===== src/rtl/dbg_trace_pkg.sv =====
// Shared constants for the debug trace block: CSR map, register bit positions
// and trace entry field layout.
package dbg_trace_pkg;

  localparam int unsigned BUS_W  = 64;
  localparam int unsigned ADDR_W = 2;
  localparam int unsigned SEQ_W  = 7;
  localparam int unsigned DROP_W = 32;

  localparam logic [ADDR_W-1:0] ADDR_TRACE   = 2'd0;
  localparam logic [ADDR_W-1:0] ADDR_PART_EN = 2'd1;
  localparam logic [ADDR_W-1:0] ADDR_STATUS  = 2'd2;
  localparam logic [ADDR_W-1:0] ADDR_CTRL    = 2'd3;

  localparam int unsigned CTRL_CAPTURE_EN = 0;
  localparam int unsigned CTRL_MODE       = 1;
  localparam int unsigned CTRL_FLUSH      = 2;
  localparam int unsigned CTRL_CLR_OVF    = 3;

  localparam int unsigned STAT_CNT_W    = 16;
  localparam int unsigned STAT_EMPTY    = 16;
  localparam int unsigned STAT_FULL     = 17;
  localparam int unsigned STAT_OVF      = 18;
  localparam int unsigned STAT_DROP_LSB = 32;

  localparam int unsigned ENTRY_VALID = 63;

  typedef struct packed {
    logic mode;
    logic capture_en;
  } ctrl_t;

  localparam ctrl_t CTRL_RST = '{mode: 1'b0, capture_en: 1'b1};

  // Entry layout from the LSB: debug sample, timestamp, sequence number.
  function automatic int unsigned ts_lsb(input int unsigned dbg_w);
    return dbg_w;
  endfunction

  function automatic int unsigned seq_lsb(input int unsigned dbg_w, input int unsigned ts_w);
    return dbg_w + ts_w;
  endfunction

endpackage


===== src/rtl/debug_trace_fifo.sv =====
// Synchronous FIFO with flush; a push into a full FIFO succeeds when a pop
// happens in the same cycle.
module debug_trace_fifo #(
  parameter int unsigned W     = 64,
  parameter int unsigned DEPTH = 16
) (
  input  logic                     clock,
  input  logic                     reset,
  input  logic                     push,
  input  logic                     pop,
  input  logic                     flush,
  input  logic [W-1:0]             din,
  output logic [W-1:0]             head_c,
  output logic [$clog2(DEPTH):0]   count,
  output logic                     full_c,
  output logic                     empty_c
);

  localparam int unsigned AW = $clog2(DEPTH);
  localparam int unsigned CW = AW + 1;

  logic [W-1:0]  mem_q [DEPTH];
  logic [W-1:0]  mem_d [DEPTH];
  logic [AW-1:0] wr_ptr_q, wr_ptr_d;
  logic [AW-1:0] rd_ptr_q, rd_ptr_d;
  logic [CW-1:0] count_q, count_d;
  logic          push_ok, pop_ok;

  assign empty_c = (count_q == '0);
  assign full_c  = (count_q == CW'(DEPTH));
  assign head_c  = mem_q[rd_ptr_q];
  assign count   = count_q;

  always_comb begin
    pop_ok   = pop && !empty_c;
    push_ok  = push && (!full_c || pop_ok);
    mem_d    = mem_q;
    wr_ptr_d = wr_ptr_q;
    rd_ptr_d = rd_ptr_q;
    count_d  = count_q;
    if (flush) begin
      wr_ptr_d = '0;
      rd_ptr_d = '0;
      count_d  = '0;
    end else begin
      if (push_ok) begin
        mem_d[wr_ptr_q] = din;
        wr_ptr_d        = wr_ptr_q + AW'(1);
      end
      if (pop_ok) begin
        rd_ptr_d = rd_ptr_q + AW'(1);
      end
      count_d = count_q + CW'(push_ok) - CW'(pop_ok);
    end
  end

  always_ff @(posedge clock) begin
    if (reset) begin
      wr_ptr_q <= '0;
      rd_ptr_q <= '0;
      count_q  <= '0;
    end else begin
      wr_ptr_q <= wr_ptr_d;
      rd_ptr_q <= rd_ptr_d;
      count_q  <= count_d;
    end
  end

  // Storage needs no reset: entries are only visible below count.
  always_ff @(posedge clock) begin
    mem_q <= mem_d;
  end

endmodule


===== src/rtl/writing_address_debug_trace.sv =====
// Debug-bus change tracer with an Avalon-MM CSR window and partition
// write-enable register, polled by the host through the debug bridge.
module writing_address_debug_trace
  import dbg_trace_pkg::*;
#(
  parameter int unsigned DBG_W  = 8,
  parameter int unsigned N_PART = 5,
  parameter int unsigned DEPTH  = 16,
  parameter int unsigned TS_W   = 24
) (
  input  logic              clock,
  input  logic              reset,
  input  logic [ADDR_W-1:0] io_Avalon_address,
  input  logic              io_Avalon_read,
  output logic [BUS_W-1:0]  io_Avalon_readdata,
  input  logic              io_Avalon_write,
  input  logic [BUS_W-1:0]  io_Avalon_writedata,
  output logic              io_Avalon_waitrequest,
  output logic [N_PART-1:0] io_PartitionWriteEnables,
  input  logic [DBG_W-1:0]  io___dbgInfo
);

  localparam int unsigned TS_LSB  = ts_lsb(DBG_W);
  localparam int unsigned SEQ_LSB = seq_lsb(DBG_W, TS_W);
  localparam int unsigned CNT_W   = $clog2(DEPTH) + 1;

  logic [TS_W-1:0]   ts_q, ts_d;
  logic [SEQ_W-1:0]  seq_q, seq_d;
  logic [DBG_W-1:0]  prev_dbg_q, prev_dbg_d;
  logic [N_PART-1:0] part_en_q, part_en_d;
  logic              overflow_q, overflow_d;
  logic [DROP_W-1:0] drop_cnt_q, drop_cnt_d;
  ctrl_t             ctrl_q, ctrl_d;

  logic              capture, push, pop, flush, clr_ovf, accept, drop, ctrl_wr;
  logic [BUS_W-1:0]  entry, head, status;
  logic [CNT_W-1:0]  count;
  logic              full, empty;
  logic              unused_wdata;

  assign unused_wdata          = &{1'b0, io_Avalon_writedata};
  assign io_Avalon_waitrequest = 1'b0;
  assign io_PartitionWriteEnables = part_en_q;

  debug_trace_fifo #(.W(BUS_W), .DEPTH(DEPTH)) u_fifo (
    .clock   (clock),
    .reset   (reset),
    .push    (push),
    .pop     (pop),
    .flush   (flush),
    .din     (entry),
    .head_c  (head),
    .count   (count),
    .full_c  (full),
    .empty_c (empty)
  );

  always_comb begin
    entry                       = '0;
    entry[ENTRY_VALID]          = 1'b1;
    entry[SEQ_LSB +: SEQ_W]     = seq_q;
    entry[TS_LSB +: TS_W]       = ts_q;
    entry[DBG_W-1:0]            = io___dbgInfo;
  end

  // Capture, CSR writes and counter updates.
  always_comb begin
    capture    = ctrl_q.capture_en && (ctrl_q.mode || (io___dbgInfo != prev_dbg_q));
    ctrl_wr    = io_Avalon_write && (io_Avalon_address == ADDR_CTRL);
    flush      = ctrl_wr && io_Avalon_writedata[CTRL_FLUSH];
    clr_ovf    = ctrl_wr && io_Avalon_writedata[CTRL_CLR_OVF];
    pop        = io_Avalon_read && (io_Avalon_address == ADDR_TRACE) && !empty;
    push       = capture && !flush;
    accept     = push && (!full || pop);
    drop       = push && full && !pop;

    ts_d       = ts_q + TS_W'(1);
    seq_d      = accept ? seq_q + SEQ_W'(1) : seq_q;
    prev_dbg_d = (capture && !ctrl_q.mode) ? io___dbgInfo : prev_dbg_q;

    part_en_d  = part_en_q;
    if (io_Avalon_write && (io_Avalon_address == ADDR_PART_EN)) begin
      part_en_d = io_Avalon_writedata[N_PART-1:0];
    end

    ctrl_d = ctrl_q;
    if (ctrl_wr) begin
      ctrl_d.capture_en = io_Avalon_writedata[CTRL_CAPTURE_EN];
      ctrl_d.mode       = io_Avalon_writedata[CTRL_MODE];
    end

    // A drop in the clearing cycle survives the clear.
    overflow_d = (overflow_q && !clr_ovf) || drop;
    drop_cnt_d = clr_ovf ? '0 : drop_cnt_q;
    if (drop && (drop_cnt_d != '1)) begin
      drop_cnt_d = drop_cnt_d + DROP_W'(1);
    end
  end

  always_ff @(posedge clock) begin
    if (reset) begin
      ts_q       <= '0;
      seq_q      <= '0;
      prev_dbg_q <= '0;
      part_en_q  <= '0;
      overflow_q <= 1'b0;
      drop_cnt_q <= '0;
      ctrl_q     <= CTRL_RST;
    end else begin
      ts_q       <= ts_d;
      seq_q      <= seq_d;
      prev_dbg_q <= prev_dbg_d;
      part_en_q  <= part_en_d;
      overflow_q <= overflow_d;
      drop_cnt_q <= drop_cnt_d;
      ctrl_q     <= ctrl_d;
    end
  end

  always_comb begin
    status                            = '0;
    status[STAT_CNT_W-1:0]            = STAT_CNT_W'(count);
    status[STAT_EMPTY]                = empty;
    status[STAT_FULL]                 = full;
    status[STAT_OVF]                  = overflow_q;
    status[STAT_DROP_LSB +: DROP_W]   = drop_cnt_q;
  end

  // Zero-latency read mux; an empty trace FIFO reads as all zeros.
  always_comb begin
    io_Avalon_readdata = '0;
    case (io_Avalon_address)
      ADDR_TRACE:   io_Avalon_readdata = empty ? '0 : head;
      ADDR_PART_EN: io_Avalon_readdata = BUS_W'(part_en_q);
      ADDR_STATUS:  io_Avalon_readdata = status;
      ADDR_CTRL:    io_Avalon_readdata = BUS_W'(ctrl_q);
      default:      io_Avalon_readdata = '0;
    endcase
  end

endmodule


===== config.mk =====
export PLATFORM = sky130hd
export DESIGN_NAME = writing_address_debug_trace
export DESIGN_NICKNAME = d
export VERILOG_FILES = /design/src/rtl/dbg_trace_pkg.sv /design/src/rtl/debug_trace_fifo.sv /design/src/rtl/writing_address_debug_trace.sv
export SDC_FILE = /design/constraint.sdc
export NUM_CORES = 1
export LEC_CHECK = 0
export ABC_AREA = 1
export ABC_CLOCK_PERIOD_IN_PS = 10800
export CORE_MARGIN = 8
export CORE_UTILIZATION = 35
export CTS_CLUSTER_DIAMETER = 80
export DETAILED_ROUTE_END_ITERATION = 16
export GPL_ROUTABILITY_DRIVEN = 0
export SYNTH_ARGS = -nofsm -noshare
export SYNTH_HDL_FRONTEND = slang
export SYNTH_SLANG_ARGS = --single-unit
export TNS_END_PERCENT = 20

===== constraint.sdc =====
create_clock -name clock -period 10.8 [get_ports clock]
set_input_delay 2.16 -clock clock [delete_from_list [all_inputs] [get_ports clock]]
set_output_delay 2.16 -clock clock [all_outputs]
set_load 0.005 [all_outputs]

==> metrics.md, run 1 <==
| Metric | Value |
|---|---|
| Post-synth top area share | 0.628 |
| WS Path Type | in -> out |
| CTS buffer count | 72 |
| Post-CTS Setup Inserts | 0 |
| Share of cells above drive strength 1 | 0.0697 |
| Final Util | 0.402 |
| Clock slew at reported path FFs | ~0.060 ns |
| FILL cells | 8123 |
| Slew Viols, Final | 0 |
| Syn avg cell area | between 10 and 15 µm² |
| Dominant synthesized flop cell | edfxtp_1 |
| Tcrit/Tclk final | 0.687 |
| Fin crit period | between 7 and 8 ns |
| Fin Setup TNS | 0 ns |
| Worst-path maximum fanout | 39 |
| Grt ovf | 0 |
| Wire length per cell | around 20 µm |
| Status | complete, no violations |
| Total power | about 6.6 mW |
| Initial antenna violation count | 2 |
| Layout Nets | ~2800 |
| Post-CTS resize count | 0 |
| DR vias/cell | ~5.2 |
| Max-slew headroom at the worst pin | 0.202 |
| Initial DRT Pass Iterations | 5 |
| Register-to-register setup slack | around 6.7 ns |
| Vias | about 20000 |
| Clk Latency, worst-skew pair | 0.61 ns |
| R2R depth | 9 |
| Min-Delay Startpoint | prev_dbg_q[6]$_SDFFE_PP0P_ |
| Pwr dens | around 190 mW/mm² |
| Sequential-to-total area share from yosys stat | 0.690 |
| Peak Freq | between 0.1 and 0.15 GHz |
| Reg-to-Reg Start | ctrl_q[1]$_SDFFE_PP0N_ |
| WP data arrival | approximately 5.3 ns |
| Place WS | between 3 and 4 ns |
| Post-synth EDFFs | roughly 620 |
| Yosys warning total | 0 |
| Routed Antenna Nets | 0 |
| WP data required | 8.64 ns |
| Std cell rows | around 110 |
| PortBufs | 87 |
| First-pass GRT wire length | 116000 µm |
| All-Layer GR Usage | 0.157 |
| R2R Path End | u_fifo.mem_q[912]$_DFFE_PP_ |
| HP Class | reg -> reg |
| DRC Markers | 0 |
| Distinct cells, synth | 44 |
| CTS sink cnt | 716 |
| Initial Utilization | 0.351 |
| Leading cell type by number of instances after synthesis | edfxtp_1 |
| Largest net degree at the start of global routing | approximately 160 |
| MaxCap Viol Count | 0 |
| DIE AREA | between 0.09 and 0.1 mm² |
| Seq cells post-synth | just over 700 |
| Most frequent cells after synthesis | edfxtp_1 (624), nor2_1 (489), o21ai_0 (390), nand2_1 (276), inv_1 (140) |
| Area contributors post-synth | edfxtp_1 (63%), o21ai_0 (6.5%), dfxtp_1 (6.2%) |
| RSZ-0062 raised after global routing | no |
| Post-route cell area | around 0.034 mm² |
| Register area | 0.0206 mm² |
| Worst Tran Pin Value | between 1 and 1.5 ns |
| Cell area after placement | about 0.032 mm² |
| Hold Buf Count CTS | 0 |
| CTS tree | done |
| Worst IR drop on VDD | ~0.00013 V |
| Drt total wl | 76700 µm |
| Area grow syn2layout | 14.5% |
| Cell area after synthesis | just under 0.03 mm² |
| CTS max path bufs | 3 |
| Synth async-reset ratio | 0 |
| DP Wirelength | 40100 µm |
| Multi-input logic area | roughly 0.0082 mm² |
| Pleak | around 11 nW |
| Clock Skew | 0.0236 ns |
| Synth area leader | edfxtp_1 |
| Worst Hold End | prev_dbg_q[6]$_SDFFE_PP0P_ |
| Synth Instances | around 2700 |
| Clk root buf | clkbuf_16 |
| Core Area | 0.0849 mm² |
| Die H | 308 µm |
| Hold Path Cell Cnt | 2 |
| Depth of the CTS H-tree | 3 |
| Setup Viol. Count Final | 0 |
| Syn_nets | ~2700 |
| Die W | between 300 and 400 µm |
| Critical Path Sink Type | output port |
| DRT iter0 DRCs | approximately 1700 |
| Setup WS post-layout | 3.38 ns |
| Worst setup SP type | input port |
| Top Ports | between 100 and 150 |
| Vias in the first global route | 19400 |
| Final Hold Viols | 0 |
-- report_power, final --
part	switching [mW]	total, mW	internal (mW)
Sequential	0.0685	3.26	3.19
Clock	1.03	2.46	1.44
Combinational	0.617	0.892	0.276
Total	1.71	6.61	4.90
-- registers in the layout (all words and copies together) (netlist names), 2 cells and up --
register and cells:
u_fifo.mem_q 624, prev_dbg_q 8, u_fifo.count 5, ts_q 24
u_fifo.wr_ptr_q 4, io_PartitionWriteEnables 5, ctrl_q 2, drop_cnt_q 32
u_fifo.rd_ptr_q 4, seq_q 7
-- cell usage in the layout (no fill, tap or decap), types with 4 or more instances in the layout --
cell,instances
edfxtp_1,624
nor2_1,473
o21ai_0,390
nand2_1,276
inv_1,137
a21oi_1,93
nand3_1,90
dfxtp_1,88
clkdlybuf4s50_1,86
o22ai_1,80
o221ai_1,75
clkbuf_16,74
buf_4,35
o211ai_1,23
clkbuf_1,20
nor2_4,18
ha_1,14
nand4_1,12
o21ai_1,12
xor2_1,12
clkinv_2,12
nor3_1,10
xnor2_1,9
nor2_2,9
clkinv_1,8
nand3_2,7
nor3b_1,7
bufinv_16,7
inv_2,4
-- logic make-up (layout without fill, tap and decap cells) --
family,after synthesis,in the layout,share of synthesized area
xor gates and xnor gates,21,21,0.00616
other,1,2,0.000126
adders and majority gates,15,15,0.00654
DFF,716,716,0.690
and+or+nand+nor,915,915,0.128
AOI/OAI and AO/OA,677,677,0.129
buffers and inverters,305,394,0.0410
-- worst max-delay path, stage by stage --
cell	delay, ns
clkdlybuf4s50_1	0.57
inv_1	0.14
nand2_1	0.08
inv_1	0.06
nand2_1	0.10
inv_2	0.85
nand3_1	0.52
nand2_1	0.19
clkdlybuf4s50_1	0.56
-- per-stage QoR --
stage               cells  hold slack [ns]
floorplan            2650            0.444
global placement     3755            0.453
detailed placement   3755            0.455
CTS                  3883            0.471
global route         3883            0.491
finish               3884            0.475
-- routing by layer --
metal,global-route usage,up-vias,share of wire
li1,-,9555,-
met1,0.214,9974,0.45
met2,0.252,589,0.46
met3,0.0395,109,0.074
met4,0.0389,2,0.019
met5,0,-,0.00017
-- area by class of cell --
cell class              instances  share of cell area
diodes                          1           0.0000733
clock buffers                  95              0.0568
clock inverters                33              0.0105
inverters                     144              0.0162
multi-input cells            1629               0.239
flip-flops and latches        716               0.603
well taps                    1144              0.0419
repair buffers                122              0.0330
-- worst max path at each step --
stage                               startpoint                endpoint  slack, ns  cells after the start
after global routing      io_Avalon_address[0]   io_Avalon_readdata[1]       3.23                      9
after detailed placement  io_Avalon_address[0]   io_Avalon_readdata[1]       3.49                      9
final                     io_Avalon_address[1]   io_Avalon_readdata[1]       3.38                      9
after floorplan           io_Avalon_address[1]  io_Avalon_readdata[22]       5.42                      9
after CTS                 io_Avalon_address[0]   io_Avalon_readdata[1]       3.47                      9
after global placement    io_Avalon_address[0]   io_Avalon_readdata[1]       3.51                      9
Note: power is estimated with default switching activity, not from simulation.
==> run 2: changes to the inputs <==
ABC_CLOCK_PERIOD_IN_PS = 6730   (was 10800)
clock period = 6.73 ns   (was 10.8 ns; I/O delays follow)
==> run 2 against run 1 <==
- core utilization grew 0.18 points
- largest cell class unchanged
- combinational power rose by 61%
- critical path type unchanged
- clock skew is 0.0065 ns lower
- power increased by 60%
- largest power group unchanged
- wire length increased by 1.6%
- first-iteration DRC count rose by 33%
- global-route usage grew 0.24 points
==> metrics.md, run 2 (synthesized netlist as in run 1, its figures left out) <==
| Metric | Value |
|---|---|
| Slowest stage delay, CP | 0.60 ns (-0.25 ns) |
| Post-Layout Cell Count | 3900 (+0.41%) |
| Crit path top cell by count | clkdlybuf4s50_1 |
| Final Util | 0.404 (+0.00181) |
| Slowest-stage cell, CP | clkdlybuf4s50_1 |
| Min-Delay Startpoint | overflow_q$_SDFF_PP0_ |
| Setup WS post-layout | 1.52 ns (-1.86 ns) |
| PortBufs | 87 (unchanged) |
| Routed Antenna Nets | 0 (unchanged) |
| Slew Viols, Final | 0 (unchanged) |
| All-Layer GR Usage | 0.160 (+0.00240) |
| Register area | 0.0206 mm² (unchanged) |
| Place WS | 1.47 ns (-2.02 ns) |
| DR vias/cell | 5.21 (about the same) |
| WP data required | 5.38 ns (-3.26 ns) |
| Most common cell after layout, fill and taps aside | edfxtp_1 |
| Critical Path Sink Type | output port |
| Die H | 308 µm (unchanged) |
| Top Ports | 148 (unchanged) |
| DIE AREA | 0.0948 mm² (unchanged) |
| Vias in the first global route | 19100 (-1.6%) |
| Fin crit period | between 5 and 6 ns |
| Grt ovf | 0 (unchanged) |
| Max-slew headroom at the worst pin | 0.302 (+0.100) |
| Initial DRT Pass Iterations | 5 (unchanged) |
| Depth of the CTS H-tree | 3 (unchanged) |
| Core Area | 0.0849 mm² (unchanged) |
| Tcrit/Tclk final | 0.775 |
| RSZ-0062 raised after global routing | no |
| Register with the most flip-flops | u_fifo.mem_q |
| Vias | 20300 (+0.46%) |
| Status | complete, no violations |
| Reg-to-Reg Start | ctrl_q[1]$_SDFFE_PP0N_ |
| Wire length per cell | 20.0 µm (+1.1%) |
| Worst-path maximum fanout | 34 (-13%) |
| Clock Skew | 0.0171 ns (-0.00645 ns) |
| MaxCap Viol Count | 0 (unchanged) |
| FILL cells | 8112 (-0.14%) |
| Worst setup SP type | input port |
| Std cell rows | 107 (unchanged) |
| Setup Viol. Count Final | 0 (unchanged) |
| Fin Setup TNS | 0 ns (unchanged) |
| Worst IR drop on VDD | 0.000193 V (+48%) |
| CTS buffer count | 75 (+4.2%) |
| DRC Markers | 0 (unchanged) |
| Multi-input logic area | 0.00815 mm² (unchanged) |
| Dpl cells | 3766 (+0.29%) |
| Die W | 308 µm (unchanged) |
| DRT iter0 DRCs | 2295 (+33%) |
| DP Wirelength | 43200 µm (+7.7%) |
| Clock slew at reported path FFs | 0.06 ns (about the same) |
| CP Launch Point | io_Avalon_address[1] |
| Initial Utilization | 0.351 (unchanged) |
| Clk Latency, worst-skew pair | 0.61 ns (about the same) |
| First-pass GRT wire length | 117000 µm (+0.96%) |
| HP Class | reg -> reg |
| CTS max path bufs | 3 (unchanged) |
| Largest net degree at the start of global routing | 154 (-0.65%) |
| Share of cells above drive strength 1 | 0.0740 (+0.00431) |
| Highest-count cells in the layout ignoring fill and taps | edfxtp_1 (624), nor2_1 (473), o21ai_0 (390), nand2_1 (276), inv_1 (137) |
| Drt total wl | 77900 µm (+1.6%) |
| Post-CTS resize count | 0 (unchanged) |
| Pleak | 11.4 nW (+0.62%) |
| Post-CTS Setup Inserts | 0 (unchanged) |
| Layout Nets | 2792 (+0.50%) |
| Worst Tran Pin Value | 1.04 ns (-0.153 ns) |
| Hold Buf Count CTS | 0 (unchanged) |
| WS Path Type | in -> out |
| CTS sink cnt | 716 (unchanged) |
| WP data arrival | 3.87 ns (-1.39 ns) |
| Biggest regs | u_fifo.mem_q (624), drop_cnt_q (32), ts_q (24) |
| Delay-heaviest family, CP | buffers and inverters |
| CTS tree | done |
| Max FFs per register | 624 (unchanged) |
| Clk root buf | clkbuf_16 |
| Crit path cell chain | clkdlybuf4s50_1 -> inv_1 -> nor2_1 -> inv_2 -> o21ai_0 -> clkdlybuf4s50_1 |
| Pwr dens | 307 mW/mm² (+59%) |
| Initial antenna violation count | 2 (unchanged) |
| Final Hold Viols | 0 (unchanged) |
| Peak Freq | between 0.15 and 0.2 GHz |
| Critical path buffers and inverters | 4 (-1) |
| Area grow syn2layout | 15.0% |
## run 2: cell count changes in the layout (fill, tap and decap cells not counted), moves of 2 or more
cell,delta
clkbuf_1,-9
clkbuf_16,+2
bufinv_16,-5
clkinv_1,+12
inv_6,+2
buf_4,+3
buf_12,+8
## run 2: worst register-to-register path: cells and delay by family (launching register included)
family / cells / cell delay (ns)
and+or+nand+nor: 7 / 1.75
AOI/OAI and AO/OA: 1 / 0.08
buffers and inverters: 2 / 0.71
DFF: 1 / 0.49
## run 2: power breakdown
group          switching [mW]  internal [mW]  total (mW)  leakage [nW]
registers               0.127           5.11        5.24          6.46
logic                   0.980          0.462        1.44          3.82
clock network            1.70           2.17        3.87          1.11
## run 2: per-layer routing
metal | track usage | share of wire | vias to the layer above
li1 | - | - | 9595
met1 | 0.230 | 0.46 | 9984
met2 | 0.247 | 0.45 | 638
met3 | 0.0335 | 0.071 | 104
met4 | 0.0384 | 0.018 | 2
met5 | 0 | 0.00017 | -
## run 2: area by class of cell
class,instances,share of cell area
Multi-Input combinational cell,1629,0.238
Clock buffer,88,0.0570
Timing Repair Buffer,133,0.0382
Antenna cell,1,0.0000729
Clock inverter,45,0.00908
Sequential cell,716,0.600
Tap cell,1144,0.0417
Inverter,144,0.0162
## run 2: worst paths after layout
check                                endpoint  slack [ns]  depth (start not counted)
setup / recovery       io_Avalon_readdata[35]        1.52                          6
hold / removal          overflow_q$_SDFF_PP0_        0.47                          2
setup reg to reg  u_fifo.mem_q[222]$_DFFE_PP_        3.35                         10
hold reg to reg         overflow_q$_SDFF_PP0_        0.47                          2
## run 2: through the flow
step                      power, mW  hold WS, ns  instance area, µm²
after floorplan                6.17        0.444               29800
after global placement         6.77        0.452               32000
after detailed placement       6.78        0.456               32000
after CTS                      10.6        0.465               34300
after global routing           11.0        0.483               34300
final                          10.5        0.468               34300
==> run 3: changes to the inputs <==
ABC_CLOCK_PERIOD_IN_PS = 4250   (was 6730)
clock period = 4.25 ns   (was 6.73 ns; I/O delays follow)
==> run 3 against run 2 <==
- non-clock buffer count rose by 41
- largest cell class unchanged
- register-to-register slack worse by 2.2 ns
- largest power group unchanged
- core utilization is 1.0 points higher
- critical endpoint is now io_Avalon_readdata[4]
- critical path depth grew 3
==> metrics.md, run 3 (synthesized netlist as in run 1, its figures left out) <==
| Metric | Value |
|---|---|
| Routed Antenna Nets | 0 (unchanged) |
| Largest net degree at the start of global routing | 129 (-16%) |
| WP data arrival | 3.18 ns (-0.69 ns) |
| Share of cells above drive strength 1 | 0.0906 (+0.0166) |
| First-pass GRT wire length | 117000 µm (about the same) |
| CTS buffer count | 76 (+1.3%) |
| All-Layer GR Usage | 0.159 (-0.000680) |
| CTS tree | done |
| Vias in the first global route | 19600 (+2.7%) |
| DRC Markers | 0 (unchanged) |
| WP data required | 3.40 ns (-1.98 ns) |
| Peak Freq | 0.248 GHz |
| Clk Latency, worst-skew pair | 0.62 ns (about the same) |
| DR vias/cell | 5.14 (-1.3%) |
| DP Wirelength | 45100 µm (+4.3%) |
| Top Ports | 148 (unchanged) |
| Initial Utilization | 0.351 (unchanged) |
| RSZ-0062 raised after global routing | no |
| Hold Path Cell Cnt | 2 (unchanged) |
| Final Hold Viols | 0 (unchanged) |
| Sw frac | 0.256 (-0.00965) |
| Reg power frac | 0.475 (-0.022) |
| Worst-path maximum fanout | 39 (+15%) |
| Core Area | 0.0849 mm² (unchanged) |
| Place WS | 0.318 ns (-1.15 ns) |
| Critical Path Sink Type | output port |
| HP Class | reg -> reg |
| Initial DRT Pass Iterations | 7 (+2) |
| Internal | 13.0 mW (+67%) |
| Worst Tran Pin Value | 0.812 ns (-0.232 ns) |
| Worst IR drop on VDD | 0.000274 V (+42%) |
| Clk root buf | clkbuf_16 |
| Die H | 308 µm (unchanged) |
| Initial antenna violation count | 3 (+1) |
| Depth of the CTS H-tree | 3 (unchanged) |
| Max FFs per register | 624 (unchanged) |
| Pleak | 11.8 nW (+3.8%) |
| PortBufs | 87 (unchanged) |
| Drt total wl | 77300 µm (-0.78%) |
| Die W | 308 µm (unchanged) |
| Power share of the clock group | 0.387 (+0.020) |
| R2R Path End | u_fifo.count[4]$_SDFF_PP0_ |
| CTS sink cnt | 716 (unchanged) |
| Worst Hold End | prev_dbg_q[3]$_SDFFE_PP0P_ |
| Biggest regs | u_fifo.mem_q (624), drop_cnt_q (32), ts_q (24) |
| Combinational share of power | 0.137 (about the same) |
| Pwr dens | 495 mW/mm² (+61%) |
| Register with the most flip-flops | u_fifo.mem_q |
| CTS max path bufs | 3 (unchanged) |
| Max-slew headroom at the worst pin | 0.458 (+0.156) |
| Grt ovf | 0 (unchanged) |
| Fin Hold WS | 0.467 ns (-0.000703 ns) |
| MaxCap Viol Count | 0 (unchanged) |
| Post-CTS Setup Inserts | 0 (unchanged) |
| Tcrit/Tclk final | 0.948 |
| Wire length per cell | 19.6 µm (-2.0%) |
| Fin crit period | approximately 4.0 ns |
| Status | complete, no violations |
| Reg-to-Reg Start | u_fifo.count[2]$_SDFF_PP0_ |
| Dpl cells | 3807 (+1.1%) |
| Clock slew at reported path FFs | 0.06 ns (about the same) |
| Vias | 20300 (-0.089%) |
| R2R depth | 19 (+9) |
| Layout Nets | 2834 (+1.5%) |
| DRT iter0 DRCs | 1740 (-24%) |
| Highest-count cells in the layout ignoring fill and taps | edfxtp_1 (624), nor2_1 (473), o21ai_0 (389), nand2_1 (276), inv_1 (137) |
| P_sw | 4.46 mW (+59%) |
| Min-Delay Startpoint | prev_dbg_q[3]$_SDFFE_PP0P_ |
| Post-Layout Cell Count | 3948 (+1.2%) |
| WS Path Type | reg -> out |
| Clock Skew | 0.0294 ns (+0.0123 ns) |
| CP Launch Point | u_fifo.rd_ptr_q[1]$_SDFFE_PP0P_ |
| Slew Viols, Final | 0 (unchanged) |
| Final Util | 0.415 (+0.0103) |
| Setup WS post-layout | 0.223 ns (-1.29 ns) |
| Area grow syn2layout | 17.9% |
| Std cell rows | 107 (unchanged) |
| Fin Setup TNS | 0 ns (unchanged) |
| DIE AREA | 0.0948 mm² (unchanged) |
| Worst setup SP type | flip-flop |
| Register-to-register setup slack | 1.19 ns (-2.16 ns) |
| Setup Viol. Count Final | 0 (unchanged) |
| Most common cell after layout, fill and taps aside | edfxtp_1 |
run 3: worst max-delay path by stage:
stage | to | slack, ns
final | io_Avalon_readdata[4] | 0.22
after global routing | io_Avalon_readdata[4] | 0.01
after CTS | io_Avalon_readdata[18] | 0.02
after detailed placement | u_fifo.mem_q[735]$_DFFE_PP_ | 0.32
after global placement | u_fifo.mem_q[710]$_DFFE_PP_ | 0.32
after floorplan | u_fifo.mem_q[100]$_DFFE_PP_ | 0.34
run 3: critical path, cell delays in order (launching register included):
cell	delay, ns
dfxtp_4	0.46
inv_8	0.28
buf_4	0.30
o21ai_0	0.13
o22ai_1	0.15
o21ai_0	0.13
o22ai_1	0.31
nand2_1	0.12
nand3_1	0.10
clkdlybuf4s50_1	0.57
run 3: final cells by class:
cell class                      instances  area (µm²)
Antenna cell                            2        5.00
Multi-Input combinational cell       1629        8150
Clock inverter                         42         497
Clock buffer                           97        2040
Timing Repair Buffer                  174        1910
Sequential cell                       716       20600
Fill cell                            8043       49700
Tap cell                             1144        1430
Inverter                              144         563
run 3: what timing repair did:
action                     CTS  global route
gates cloned                 0             0
resized for setup            1             3
setup endpoints to repair    2             7
pin swaps                    0             0
hold buffers                 0             0
run 3: metrics by stage:
stage | area, µm² | total power, mW
floorplan | 29800 | 9.78
global placement | 32600 | 10.8
detailed placement | 32600 | 10.8
CTS | 35200 | 17.6
global route | 35200 | 18.1
finish | 35200 | 17.4
run 3: metal layers:
metal	GRT usage	part of all wire	vias up
li1	-	-	9683
met1	0.218	0.45	9889
met2	0.257	0.46	606
met3	0.0277	0.060	125
met4	0.0502	0.027	2
met5	0	0.00017	-
run 3: power by group through the flow:
stage | Clock, mW | Sequential, mW | Combinational, mW
2_1_floorplan | 0 | 8.38 | 1.40
3_3_place_gp | 0 | 8.42 | 2.39
3_5_place_dp | 0 | 8.42 | 2.41
4_1_cts | 6.86 | 8.28 | 2.42
5_1_grt | 7.11 | 8.31 | 2.64
6_report | 6.74 | 8.28 | 2.39
==> RTL edit 1 (flow settings as in run 1) <==
The parameter `N_PART` goes from 5 to 10.
--- a/src/rtl/writing_address_debug_trace.sv
+++ b/src/rtl/writing_address_debug_trace.sv
@@ -5,5 +5,5 @@
 #(
   parameter int unsigned DBG_W  = 8,
-  parameter int unsigned N_PART = 5,
+  parameter int unsigned N_PART = 10,
   parameter int unsigned DEPTH  = 16,
   parameter int unsigned TS_W   = 24
Ports: changed (resized io_PartitionWriteEnables); port bits go from 148 to 153. The function was not compared with the original's and may differ.
==> RTL edit 1 against run 1 <==
Via count rose by 1.6%. Design area rose by 1.3%. Core utilization rose by 0.41 points. Routed wire length rose by 3.3%. Synthesized cell count rose by 0.98%. Power rose by 3.2%. Maximum frequency rose by 4.9%. Setup slack improved by 340 ps. Synthesized area rose by 0.60%. Sequential cell count rose by 5. First-iteration DRC count rose by 12%.
==> RTL edit 1: results (changes against run 1) <==
| Metric | Value |
|---|---|
| Status | finished, final reports clean |
| # clk buffers | 96 (+1.1%) |
| Critical register-to-register path endpoint | u_fifo.count[4]$_SDFF_PP0_ |
| Fillers | 8112 (-0.14%) |
| M3 GR Usage | 2.75% (-1.2 points) |
| Comb_multi_in | 1649 (+1.2%) |
| Synth Area in Adders | 0.650% (-0.0039 points) |
| Worst reg2reg startpoint | u_fifo.count[3]$_SDFF_PP0_ |
| Final core utilization | 40.7% (+0.41 points) |
| WHS | 466 ps (-8.90 ps) |
| Max stage delay on crit path | 610 ps (-240 ps) |
| Nets@finish | 2816 (+1.4%) |
| Via count | 20553 (+1.6%) |
| Vias in the first global route | 19401 (-0.026%) |
| DP Cell Count | 3790 (+0.93%) |
| M1 WL | 36400 um (+6.1%) |
| Ranking of synthesized cells by area | edfxtp_1, o21ai_0, dfxtp_1 |
| Post-synthesis xor/xnor area fraction | 0.467% (-0.15 points) |
| Worst reg-to-reg setup slack | 7330 ps (+660 ps) |
| Largest net degree at the start of global routing | 184 (+19%) |
| GRT Util Overall | 16.2% (+0.44 points) |
| Crit-path slowest cell | clkdlybuf4s50_1 |
| TritonCTS Buffers | 75 (+4.2%) |
| Proportion of layout cells with a drive suffix above 1 | 7.26% (+0.29 points) |
| First-pass GRT wire length | 120000 um (+3.2%) |
| Met1 usage | 23.0% (+1.6 points) |
| Maximum VDD drop | 93.5 uV (-28%) |
| DP HPWL | 42900 um (+6.9%) |
| Avg Cell Area, Syn | 11.2 um^2 (-0.37%) |
| CP arrival | 4920 ps (-340 ps) |
| Non-clock buffering overhead | 3.62% (+0.32 points) |
| Wirelength per Cell | 20.2 um (+2.1%) |
| Initial antenna violation count | 4 (+2) |
| Crit Path Max Fanout | 33 (-15%) |
| Pleak | 11.6 nW (+2.1%) |
| Inverters | 143 (-0.69%) |
| Met2 routed WL | 36200 um (+2.9%) |
| Clk tree area frac | 7.06% (+0.33 points) |
| Post-synth top cells | edfxtp_1, nor2_1, o21ai_0, nand2_1, inv_1 |
[RTL edit 1: cell types whose count changed after synthesis, sizes merged, moves of 4 or more]
| cell | change |
|---|---|
| a21oi | +7 |
| buf | -7 |
| clkbuf | +9 |
| dfxtp | +5 |
| nand2 | -13 |
| nand3 | +4 |
| nand4 | +5 |
| nor3b | -7 |
| o21ai | +12 |
[RTL edit 1: how the worst max path moves through the flow]
stage | start | end | slack [ps] | depth (start not counted)
2_1_floorplan | io_Avalon_address[1] | io_Avalon_readdata[0] | 5450 | 9
3_3_place_gp | io_Avalon_address[1] | io_Avalon_readdata[16] | 3740 | 6
3_5_place_dp | io_Avalon_address[1] | io_Avalon_readdata[16] | 3730 | 6
4_1_cts | io_Avalon_address[1] | io_Avalon_readdata[16] | 3710 | 6
5_1_grt | u_fifo.rd_ptr_q[0]$_SDFFE_PP0P_ | io_Avalon_readdata[6] | 3530 | 9
6_report | io_Avalon_address[1] | io_Avalon_readdata[16] | 3720 | 6
==> RTL edit 2 (settings of run 1) <==
Made on the original files. One comparison of `count_q` changes from == to >=.
--- a/src/rtl/debug_trace_fifo.sv
+++ b/src/rtl/debug_trace_fifo.sv
@@ -28,5 +28,5 @@
 
   assign empty_c = (count_q == '0);
-  assign full_c  = (count_q == CW'(DEPTH));
+  assign full_c  = (count_q >= CW'(DEPTH));
   assign head_c  = mem_q[rd_ptr_q];
   assign count   = count_q;
Function: same outputs for any inputs over 4 cycles, from zero or initial values and one cycle with reset high; that may be too few to reach the edited logic, so the function may still have changed.
==> RTL edit 2 against run 1 <==
Synthesized area barely moved. Power rose by 0.25%. Clock power rose by 3%. Design area rose by 0.23%. Setup slack improved by 150 ps. Sequential share of layout area fell by 0.13 points. Routed wire length rose by 2.9%. Via count rose by 0.32%. Critical endpoint is now io_Avalon_readdata[7]. Sequential cell count did not move.
==> RTL edit 2: results (changes against run 1) <==
| Metric | Value |
|---|---|
| M3 GR Usage | 3.59% (-0.36 points) |
| Total combinational power | 0.859 mW (-3.7%) |
| HP Start | prev_dbg_q[3]$_SDFFE_PP0P_ |
| Post-synthesis xor/xnor area fraction | 0.528% (-0.088 points) |
| Syn Nets | 2730 (-0.47%) |
| Proportion of layout cells with a drive suffix above 1 | 7.50% (+0.52 points) |
| Crit-path slowest cell | clkdlybuf4s50_1 |
| Largest net degree at the start of global routing | 139 (-10%) |
| WHS | 470 ps (-4.94 ps) |
| Post-synthesis compound-gate area fraction | 12.8% (-0.063 points) |
| Ranking of synthesized cells by area | edfxtp_1, o21ai_0, dfxtp_1 |
| Synth Area in Adders | 0.654% (about the same) |
| Worst Reg-to-Reg Cells | 10 (+1) |
| DP HPWL | 42700 um (+6.3%) |
| Clk_skew | 20.9 ps (-2.71 ps) |
| Worst reg2reg startpoint | u_fifo.count[2]$_SDFF_PP0_ |
| Register area share after synthesis | 68.9% (about the same) |
| Largest registers | u_fifo.mem_q x624, drop_cnt_q x32, ts_q x24 |
| Pleak | 11.4 nW (+0.67%) |
| Metal3 WL | 5780 um (+1.8%) |
| Antenna fix cells | 0 (-1) |
| Finished Cell Area | 34200 um^2 (+0.23%) |
| First-pass GRT wire length | 119000 um (+2.8%) |
| Total wire length | 78900 um (+2.9%) |
| M1 WL | 34600 um (+0.81%) |
| Placed Area | 31800 um^2 (-0.10%) |
| Max stage delay on crit path | 650 ps (-200 ps) |
| Finished Layout Cells | 3878 (-0.15%) |
| Max_slew headroom | 24.5% (+4.3 points) |
| Via count | 20293 (+0.32%) |
| Crit Path Max Fanout | 36 (-7.7%) |
| Critical register-to-register path endpoint | u_fifo.mem_q[86]$_DFFE_PP_ |
| GRT Util Overall | 16.3% (+0.51 points) |
| Worst hold path endpoint | prev_dbg_q[3]$_SDFFE_PP0P_ |
| Maximum VDD drop | 109 uV (-16%) |
| Pre-CTS WS | 3680 ps (+195 ps) |
| Initial detailed-routing violation count | 1697 (-1.9%) |
| Vias in the first global route | 19774 (+1.9%) |
| CP arrival | 5120 ps (-140 ps) |
| Distinct cells, synth | 48 (+9.1%) |
| P_sw | 1.73 mW (+0.71%) |
| Met1 usage | 22.1% (+0.64 points) |
| Status | finished, final reports clean |
| DP Cell Count | 3743 (-0.32%) |
## RTL edit 2: worst max-delay path by stage
stage / slack (ps) / startpoint / cells past startpoint / endpoint
global placement: 3740 / io_Avalon_address[1] / 10 / io_Avalon_readdata[7]
detailed placement: 3680 / io_Avalon_address[1] / 10 / io_Avalon_readdata[7]
CTS: 3680 / io_Avalon_address[1] / 10 / io_Avalon_readdata[7]
finish: 3520 / io_Avalon_address[1] / 10 / io_Avalon_readdata[7]
floorplan: 5520 / io___dbgInfo[7] / 12 / u_fifo.mem_q[100]$_DFFE_PP_
global route: 3410 / io_Avalon_address[0] / 10 / io_Avalon_readdata[7]
## RTL edit 2: cell type report
| type | instances | area [um^2] |
|---|---|---|
| Multi-Input combinational cell | 1626 | 8160 |
| Timing Repair Buffer | 121 | 1120 |
| Fill cell | 8099 | 50600 |
| Tap cell | 1144 | 1430 |
| Sequential cell | 716 | 20600 |
| Clock inverter | 42 | 417 |
| Clock buffer | 93 | 2000 |
| Inverter | 136 | 520 |
